`src/rtl/pokey_pkg.sv`:
```
// pokey_pkg: AUDC register field positions shared by the POKEY channel blocks.
package pokey_pkg;
    localparam int AUDC_POLY5_N   = 7;
    localparam int AUDC_POLY4_SEL = 6;
    localparam int AUDC_PURE      = 5;
    localparam int AUDC_VOLONLY   = 4;
    localparam int AUDC_VOL_MSB   = 3;
endpackage

```
`src/rtl/pokey_hipass.sv`:
```
// pokey_hipass: high-pass flip-flop clocked by the partner channel, XOR-mixed with the tone.
module pokey_hipass
    import pokey_pkg::*;
(
    input  logic clk,
    input  logic reset,
    input  logic hp_ev_i,
    input  logic hp_en_i,
    input  logic tone_i,
    output logic out_bit_o
);
    logic hp_q;
    // Samples the tone before this cycle's tone update lands.
    always_ff @(posedge clk or posedge reset)
        if (reset) hp_q <= 1'b0;
        else if (hp_ev_i) hp_q <= tone_i;
    assign out_bit_o = hp_en_i ? (tone_i ^ hp_q) : tone_i;
endmodule

```
`src/rtl/pokey_chan_out.sv`:
```
// pokey_chan_out: channel output stage - reload strobe, distortion, tone flip-flop, volume gate.
// Define POKEY_HIPASS_EN to build the partner-clocked high-pass mix.
module pokey_chan_out
    import pokey_pkg::*;
#(
    parameter int VOL_W = 4
) (
    input  logic             clk,
    input  logic             reset,
    input  logic             enp,
    input  logic             bor,
    input  logic [7:0]       audc,
    input  logic             poly4,
    input  logic             poly5,
    input  logic             poly17,
    input  logic             hp_clk,
    input  logic             hp_en,
    output logic             reload,
    output logic             tone,
    output logic [VOL_W-1:0] vol
);
    logic ev_q, p4_q, p5_q, p17_q, tone_q, tone_d, out_bit;
    logic [VOL_W-1:0] vol_q, vol_d;
    always_ff @(posedge clk or posedge reset)
        if (reset) begin
            ev_q   <= 1'b0;
            p4_q   <= 1'b0;
            p5_q   <= 1'b0;
            p17_q  <= 1'b0;
            tone_q <= 1'b0;
            vol_q  <= '0;
        end else begin
            ev_q   <= enp & bor;
            p4_q   <= poly4;
            p5_q   <= poly5;
            p17_q  <= poly17;
            tone_q <= tone_d;
            vol_q  <= vol_d;
        end
    always_comb begin
        tone_d = (ev_q & (audc[AUDC_POLY5_N] | p5_q))
               ? (audc[AUDC_PURE] ? ~tone_q : (audc[AUDC_POLY4_SEL] ? p4_q : p17_q))
               : tone_q;
        vol_d  = (audc[AUDC_VOLONLY] | out_bit) ? audc[AUDC_VOL_MSB -: VOL_W] : '0;
    end
`ifdef POKEY_HIPASS_EN
    logic hp_ev_q;
    always_ff @(posedge clk or posedge reset)
        if (reset) hp_ev_q <= 1'b0;
        else hp_ev_q <= enp & hp_clk;
    pokey_hipass u_hipass (
        .clk       (clk),
        .reset     (reset),
        .hp_ev_i   (hp_ev_q),
        .hp_en_i   (hp_en),
        .tone_i    (tone_q),
        .out_bit_o (out_bit)
    );
`else
    logic unused_hp;
    assign unused_hp = hp_clk ^ hp_en;
    assign out_bit   = tone_q;
`endif
    assign reload = ev_q;
    assign tone   = tone_q;
    assign vol    = vol_q;
endmodule

```
`config.mk`:
```
export PLATFORM = sky130hd
export DESIGN_NAME = pokey_chan_out
export DESIGN_NICKNAME = d
export VERILOG_FILES = /design/src/rtl/pokey_pkg.sv /design/src/rtl/pokey_hipass.sv /design/src/rtl/pokey_chan_out.sv
export SDC_FILE = /design/constraint.sdc
export NUM_CORES = 1
export LEC_CHECK = 0
export ABC_AREA = 0
export CAP_MARGIN = 10
export CORE_AREA = 4 4 41 43
export CTS_CLUSTER_DIAMETER = 60
export CTS_CLUSTER_SIZE = 28
export DETAILED_ROUTE_END_ITERATION = 12
export DIE_AREA = 0 0 45 47
export GPL_ROUTABILITY_DRIVEN = 1
export GPL_TIMING_DRIVEN = 0
export PLACE_DENSITY_LB_ADDON = 0.3
export SKIP_LAST_GASP = 1
export SLEW_MARGIN = 20
export SYNTH_ARGS = -nofsm -noshare
export SYNTH_HDL_FRONTEND = slang
export SYNTH_SLANG_ARGS = --single-unit
```
`constraint.sdc`:
```
create_clock -name clk -period 1.6 [get_ports clk]
set_input_delay 0.24 -clock clk [delete_from_list [all_inputs] [get_ports clk]]
set_output_delay 0.24 -clock clk [all_outputs]
set_load 0.02 [all_outputs]
```
==> summary.md <==
| Metric | Value |
|---|---|
| Run status | `finished, final reports clean` |
| Wire per inst | `11.5 µm` |
| Vias in the first global route | `276` |
| Layout area overhead | `80.7%` |
| Leak pwr | `0.239 nW` |
| Mapped Cells | `21` |
| R2R depth | `3` |
| Die W | `between 40 and 50 µm` |
| Worst path slowest cell | `clkdlybuf4s50_1` |
| WP depth | `1` |
| Mux contribution to synthesized area | `3.29%` |
| Pre-CTS setup slack | `0.308 ns` |
| Mapped Area | `304 µm²` |
| Largest net degree at the start of global routing | `10` |
| Total CTS buffers | `3` |
| Avg Cell Area, Syn | `14.5 µm²` |
| Initial core utilization | `between 20% and 30%` |
| Final net count | `63` |
| Initial DRC count | `0` |
| Htree depth | `1` |
| Simple-gate area share of the yosys netlist | `15.6%` |
| Post-CTS Hold Fix Bufs | `0` |
| Setup TNS | `0 ns` |
| Adder-Cell Fraction of Synth Area | `0%` |
| Crit path capture | `tone` |
| FP Rows | `13` |
| Complex-gate fraction of the synthesized area | `5.76%` |
| Final WL | `slightly below 700 µm` |
| Crit-path max FO | `4` |
| R2r startpoint | `p5_q` |
| Remaining global-route overflow | `0` |
| Crit-path max cell delay | `0.62 ns` |
| Final hold viol count | `0` |
| Clk buf depth | `2` |
| Sinks on Clock Net | `9` |
| CTS tree | `yes` |
| Die Ht | `~47 µm` |
| Yosys cell types | `10` |
| Power Density | `a little under 1000 mW/mm²` |
| Bufs and invs on worst path | `1` |
| Core area | `0.00130 mm²` |
| Global placer's final weighted congestion | `0.723` |
| DRC | `0` |
| Maxcap violations | `0` |
| Setup crit end kind | `output pin` |
| Vias | `246` |
| Worst Path Required | `1.36 ns` |
| Share of post-route cells with drive strength above 1 | `a little under 9%` |
| Crit. Startpoint | `tone` |
| # resized after CTS | `0` |
| Routed Antenna Nets | `0` |
| Fmax | `0.661 GHz` |
| Worst reg2reg setup slack | `0.61 ns` |
| Clock skew | `0.00222 ns` |
| DR vias/cell | `between 4 and 5` |
| Largest family of logic cells by synthesized area | `simple AND/OR/NAND/NOR gates` |
| Syn_nets | `38` |
| Hold Path Class | `input port to asynchronous set/reset pin` |
| Sequential area share after synthesis | `74.1%` |
| Period utilisation layout | `between 90% and 100%` |
| Maximum VDD drop | `496 µV` |
| RSZ-0062 raised after global routing | `no` |
| Final worst path period need | `1.51 ns` |
| # diodes | `0` |
| Commonest non-fill, non-tap cell in the layout | `clkdlybuf4s50_1` |
| Worst-Margin Slew | `~0.32 ns` |
| Most frequent cells in the layout | `clkdlybuf4s50_1 (20), dfrtp_1 (9), nor2b_1 (4)` |
| Final HPWL DP | `~570 µm` |
| Hold slack | `0.236 ns` |
| Worst-Skew Late Latency | `0.25 ns` |
| Crit path cell chain | `clkdlybuf4s50_1` |
| CP Launch Type | `register` |
| Final worst setup slack | `0.0871 ns` |
| Synth warn | `0` |
| All-Layer GR Usage | `7.93%` |
| IO Count | `23` |
| Initial antenna violation count | `0` |
| Global-route wire length before repair | `~1000 µm` |
| Die footprint | `0.00212 mm²` |
| Clk root buf | `clkbuf_4` |
| WS Path Type | `register to output pin` |
| Pre-antenna DRT Iters | `1` |
| # Post-CTS Setup Buffers | `0` |
| Reg-to-reg endpoint | `tone` |
| Setup-failing EPs final | `0` |
| XOR/XNOR share of the synthesized area | `0%` |
| Synth Register Bits | `9` |
| Port Buffers | `20` |
| Clk slew on worst S/H paths | `~0.060 ns` |
| Rel. slew slack | `78.6%` |
| Top Family by Delay on Critical Path | `buffers and inverters` |
| CP arrival | `1.27 ns` |
| Final Slew Violations | `0` |
## metal layers
| layer | global-route usage (%) | vias to the layer above | share of wire [%] |
|---|---|---|---|
| li1 | - | 117 | - |
| met1 | 5.67 | 112 | 34 |
| met2 | 12.7 | 17 | 47 |
| met3 | 5.75 | 0 | 19 |
| met4 | 8.77 | 0 | 0 |
| met5 | 0 | - | 0 |
## Yosys cell counts, drive strengths merged
cell	number	area [µm²]
nor3b	1	7.51
mux2i	1	10.0
nor2b	4	25.0
o21ai	1	8.76
dfrtp	9	225
nor3	1	5.00
nor2	1	3.75
inv	1	3.75
and2	1	6.26
a211o	1	8.76
## worst min-delay path by stage
stage / endpoint / slack (ns) / cells after the start
after detailed placement: vol[0] / 0.51 / 2
after floorplan: p17_q / 0.07 / 1
after CTS: p5_q / 0.23 / 2
final: vol[0] / 0.24 / 2
after global routing: p5_q / 0.29 / 2
after global placement: vol[3] / 0.51 / 2
## through the flow
| step | power [W] | cells | utilization [%] | cell area [µm²] |
|---|---|---|---|---|
| 6_report | 0.000543 | 60 | 42.2 | 549 |
| 5_1_grt | 0.000575 | 60 | 42.2 | 549 |
| 4_1_cts | 0.000557 | 60 | 42.2 | 549 |
| 3_5_place_dp | 0.000384 | 56 | 40.2 | 523 |
| 3_3_place_gp | 0.000380 | 56 | 40.2 | 523 |
| 2_1_floorplan | 0.000307 | 21 | - | 304 |
## where the power goes
group          leakage [nW]  switching, W  total [W]  internal, W
clock                0.0150     0.0000699   0.000165    0.0000955
sequential            0.110     0.0000120   0.000261     0.000249
combinational         0.114     0.0000471   0.000117    0.0000701
## kinds of logic after synthesis
family / Yosys count
multiplexers: 1
AND/OR/NAND/NOR: 8
flip-flops: 9
buffers and inverters: 1
AO/OA/AOI/OAI: 2
## area by class of cell
class | count | area, µm²
tap | 15 | 18.8
sequential | 9 | 225
timing repair buffer | 20 | 200
multi-input combinational | 11 | 75.1
fill | 131 | 752
clock buffer | 4 | 26.3
inverter | 1 | 3.75
## sequential cells by signal (all words and copies together) (netlist names)
register  count
vol           4
p17_q         1
p4_q          1
p5_q          1
reload        1
tone          1
(Power assumes the default switching activity.)
